**src/rtl/urem_step.sv**
```systemverilog
// One restoring-division step: shift the next dividend bit into the partial remainder
// and subtract the divisor when it fits.
module urem_step #(
   parameter int unsigned W = 4
) (
   input  logic [W-1:0] i_r,
   input  logic         i_bit,
   input  logic [W-1:0] i_s,
   output logic [W-1:0] o_r
);

   logic [W:0]   w_trial;
   logic [W-1:0] w_diff;
   logic         w_ge;

   assign w_trial = {i_r, i_bit};
   assign w_ge    = (w_trial >= {1'b0, i_s});
   // Difference is below 2^W whenever the subtraction is taken, so W bits suffice.
   assign w_diff  = w_trial[W-1:0] - i_s;
   assign o_r     = w_ge ? w_diff : w_trial[W-1:0];

endmodule

```
**config.mk**
```make
export PLATFORM = sky130hd
export DESIGN_NAME = urem_step
export DESIGN_NICKNAME = d
export VERILOG_FILES = /design/src/rtl/urem_step.sv
export SDC_FILE = /design/constraint.sdc
export NUM_CORES = 1
export LEC_CHECK = 0
export CORE_AREA = 2 2 39 41
export DETAILED_ROUTE_END_ITERATION = 16
export DIE_AREA = 0 0 41 43
export GPL_ROUTABILITY_DRIVEN = 0
export PLACE_DENSITY = 0.55
export REMOVE_ABC_BUFFERS = 1
export SYNTH_ARGS = -nofsm -noshare
export SYNTH_HDL_FRONTEND = slang
export SYNTH_SLANG_ARGS = --single-unit
```
**constraint.sdc**
```tcl
create_clock -name vclk -period 1.7
set_input_delay 0.34 -clock vclk [all_inputs]
set_output_delay 0.34 -clock vclk [all_outputs]
set_load 0.1 [all_outputs]
```
==> results.cfg, run 1 <==
[synth]
synth_common_cells = inv_1, ha_1, a21oi_1, nor4_1, o21ai_0
synth_area_leaders = ha_1, mux2_4, fa_1
yosysSeqAreaShare = 0
syn_area_um2 = 225
synthCells = 30
synth.top_cell.area_share = 0.222
syn_area_per_cell_um2 = 7.51
synth_top_cell_by_area = ha_1
yosys_warnings = 0
yosysUniqueCellTypes = 15
yosysMostFrequentCell = inv_1

[sta]
rsz0062_at_grt = yes
max_freq_mhz = 516
hold_viol = 0
slew_headroom = 0.821
finalSetupViolations = 4
period_minus_slack_ns = 1.94
final.setup.tns_ns = -0.789
tightest_slew_ns = 0.267
setup_slack_ns = -0.238
timing.hold.ws_ns = 1.16
slew_violations = 0
timing.final.crit_share = 1.14

[placement]
dpl.hpwl_um = 606
dp_slack_ns = -0.750
place_inst = 72
placed_cell_area_um2 = 513
io_buffers = 13

[worst_hold_path]
hold_depth = 4
hold_end = o_r[2]
hp-start = i_r[1]
worst_hold_path_type = primary input to output port

[run]
cap_violations = 0

[layout]
final_net_count = 75
post-route-util = 0.533
final_cells = 75
num_antenna_cells = 0
fill_cells = 121
drive_gt1_frac = 0.949
multi_input_area_um2 = 397
regArea_um2 = 0
area_growth_pct = 227
clock_buffer_count = 0
fin_area_um2 = 737
seq_cells = 0

[power_and_ir_drop]
ir_drop_mv = 0.371
powerDensity_nw_per_um2 = 601
p_leak_nw = 0.298
total_power_mw = 0.443

[floorplanning]
die_w_um = 41
start_util = 0.163
rows = 14
dieArea_um2 = 1760
core-area_um2 = 1380
design.portCount = 13
die_h_um = 43

[routing]
wl_per_cell_um = 12.6
wl_met2_um = 577
antenna_left = 0
met1_length_um = 318
via_per_inst = 4.56
wl_um = 945
dr_wl_met3_um = 49
drc = 0
top_layer = met3
vias = 342
dr.first_iter.drc_count = 0
drt_pre_antenna_iters = 1

[grt]
grt_pass1_vias = 381
grt_pass1_wl_mm = 1.60
grt_max_degree = 6
antenna_found_initial = 0
grt_util_all_layers = 0.126
grt_overflow_total = 0

[worst_setup_path]
crit_fanout = 2
worstSetupEndpointType = output port
critPathRequiredTime_ns = 1.36
arrival_ns = 1.60
crit_type = primary input to output port
cp-start-kind = primary input

[outcome]
status = finished with violations
violations = negative setup slack

[clocking]
cts-hold-fix-buffers = 0
==> worst max-delay path: stages <==
cell	delay, ns
buf_6	0.10
inv_4	0.06
ha_4	0.15
inv_4	0.03
fa_2	0.32
xor2_1	0.14
mux2_4	0.28
buf_12	0.17
==> how the worst max path moves through the flow <==
stage / startpoint / endpoint / slack (ns) / cells past startpoint
after floorplan: i_s[2] / o_r[3] / -1.89 / 6
after global placement: i_s[2] / o_r[3] / -0.71 / 9
after detailed placement: i_bit / o_r[3] / -0.75 / 10
after CTS: i_bit / o_r[2] / -0.25 / 8
after global routing: i_bit / o_r[2] / -0.28 / 8
final: i_bit / o_r[2] / -0.24 / 8
==> final cells by class <==
cell class / instances / area share
multi-input combinational: 25 / 0.538
timing repair buffer: 29 / 0.402
inverter: 5 / 0.0323
tap: 16 / 0.0272
==> placed cells by master (no fill, tap or decap), types with 3 or more instances in the layout <==
cell type / instances
ha_4: 4
buf_12: 4
o21ai_2: 3
nor4_4: 3
buf_4: 12
buf_2: 3
inv_2: 3
buf_6: 9
==> cells by family after synthesis <==
logic type,after synthesis,synth area share
AO/OA/AOI/OAI,8,0.200
AND/OR/NAND/NOR,8,0.189
adder cells (fa/ha/maj),5,0.311
buffers and inverters,5,0.0833
multiplexers,3,0.178
XOR/XNOR,1,0.0389
==> metal layers <==
metal | vias up | GRT usage
met1 | 161 | 0.146
met4 | 0 | 0
met3 | 0 | 0
met5 | - | 0
met2 | 10 | 0.250
li1 | 171 | -
==> what timing repair did <==
item                                    CTS  global route
endpoints found under the hold margin     0             0
pin swaps                                11             6
setup buffers                             4             0
resized for setup                        74             9
endpoints found under the setup margin    4             4
==> power breakdown <==
group	leakage (nW)	switching (mW)	internal (mW)	total, mW
clock network	0	0	0	0
registers	0	0	0	0
logic	0.298	0.239	0.204	0.443
No activity file was read; power rests on OpenSTA's default activity.
==> run 2: changes to the inputs <==
Settings changed: SETUP_SLACK_MARGIN set to 0.15.
==> run 2 against run 1 <==
The run still ends with negative setup slack left. Highest routed layer unchanged. Combinational power about the same. Cell count up 2.7%. Total power down 0.64%. Utilization up 0.99 points.
==> results.cfg, run 2 (same netlist as run 1, synthesis figures left out) <==
[layout]
fill_cells = 129
final_common_cell = buf_4
clock_buffer_count = 0
area_growth_pct = 233
seq_cells = 0
post-route-util = 0.542
multi_input_area_um2 = 370
num_antenna_cells = 0
final_cell_mix = buf_4, buf_6, inv_4, ha_4, buf_12
final_net_count = 77
fin_area_um2 = 751
drive_gt1_frac = 0.902
regArea_um2 = 0

[sta]
rsz0062_at_grt = yes
slew_violations = 0
timing.hold.ws_ns = 1.16
finalSetupViolations = 4
timing.final.crit_share = 1.13
max_freq_mhz = 520
hold_viol = 0
period_minus_slack_ns = 1.92
setup_slack_ns = -0.223
slew_headroom = 0.856
tightest_slew_ns = 0.215

[routing]
dr.first_iter.drc_count = 0
wl_um = 928
wl_per_cell_um = 12.1
drt_pre_antenna_iters = 1
via_per_inst = 4.43
drc = 0
antenna_left = 0
vias = 341

[worst_setup_path]
worstSetupEndpointType = output port
arrival_ns = 1.58
cpMostUsedCell = inv_4
crit_buf_inv = 4
worst_path_max_delay_cell = fa_2
crit_type = primary input to output port
crit_path_start = i_bit
critPathRequiredTime_ns = 1.36
crit_family = adder cells
crit_chain = buf_6 > inv_4 > ha_4 > inv_4 > fa_2 > xor2_1 > mux2_4 > buf_12
critPathCapture = o_r[2]
crit_fanout = 2
slowest_delay_ns = 0.33
critical_path_depth = 8
cp-start-kind = primary input

[power_and_ir_drop]
total_power_mw = 0.440
combinationalPowerShare = 1.000
switching_share = 0.534
ir_drop_mv = 0.359
sequentialPowerShare = 0
power.net_switching_mw = 0.235
powerDensity_nw_per_um2 = 586
p_int_mw = 0.205
p_clk_frac = 0
p_leak_nw = 0.310

[worst_hold_path]
hold_depth = 4
worst_hold_path_type = primary input to output port

[outcome]
status = finished with violations
violations = negative setup slack

[grt]
grt_pass1_vias = 355
grt_max_degree = 6
grt_pass1_wl_mm = 1.51
antenna_found_initial = 0
grt_overflow_total = 0
grt_util_all_layers = 0.119

[placement]
dp_slack_ns = -0.750
placed_cell_area_um2 = 513
io_buffers = 13
dpl.hpwl_um = 606

[floorplanning]
die_h_um = 43
rows = 14
die_w_um = 41
core-area_um2 = 1380
design.portCount = 13
dieArea_um2 = 1760
start_util = 0.163

[run]
cap_violations = 0
-- run 2: layer usage --
layer	up-vias	part of all wire	routed length [um]	GRT usage
li1	174	-	-	-
met1	157	0.35	326	0.140
met2	10	0.60	553	0.234
met3	0	0.052	48	0
met4	0	0	0	0
met5	-	0	0	0
-- run 2: timing repair --
| item | CTS | global route |
|---|---|---|
| buffers inserted | 4 | 1 |
| gates resized for setup | 75 | 9 |
| hold endpoints to repair | 0 | 0 |
| pin swaps | 13 | 10 |
| setup endpoints to repair | 4 | 4 |
| hold buffers | 0 | 0 |
| gates cloned | 0 | 0 |
-- run 2: area by class of cell --
type | count | share of cell area
tap | 16 | 0.0267
multi-input combinational | 25 | 0.493
inverter | 5 | 0.0383
timing repair buffer | 31 | 0.442
-- run 2: stage by stage --
step           cells  TNS, ns
2_1_floorplan     30    -3.48
3_3_place_gp      72    -2.76
3_5_place_dp      72    -2.88
4_1_cts           76   -0.834
5_1_grt           77   -0.974
6_report          77   -0.780
-- run 2: how the worst min path moves through the flow --
stage	slack [ns]	startpoint	to
finish	1.16	i_r[1]	o_r[2]
floorplan	1.0	i_r[0]	o_r[1]
global route	1.17	i_r[1]	o_r[2]
CTS	1.16	i_r[1]	o_r[2]
global placement	1.43	i_bit	o_r[0]
detailed placement	1.46	i_bit	o_r[0]
-- run 2: tightest hold or removal path: stages --
cell    delay, ns
buf_8        0.08
buf_4        0.09
mux2_4       0.14
buf_12       0.16
-- run 2: power by group through the flow --
stage	registers (mW)	clock network, mW	logic, mW
CTS	0	0	0.417
detailed placement	0	0	0.345
finish	0	0	0.440
floorplan	0	0	0.198
global placement	0	0	0.340
global route	0	0	0.460
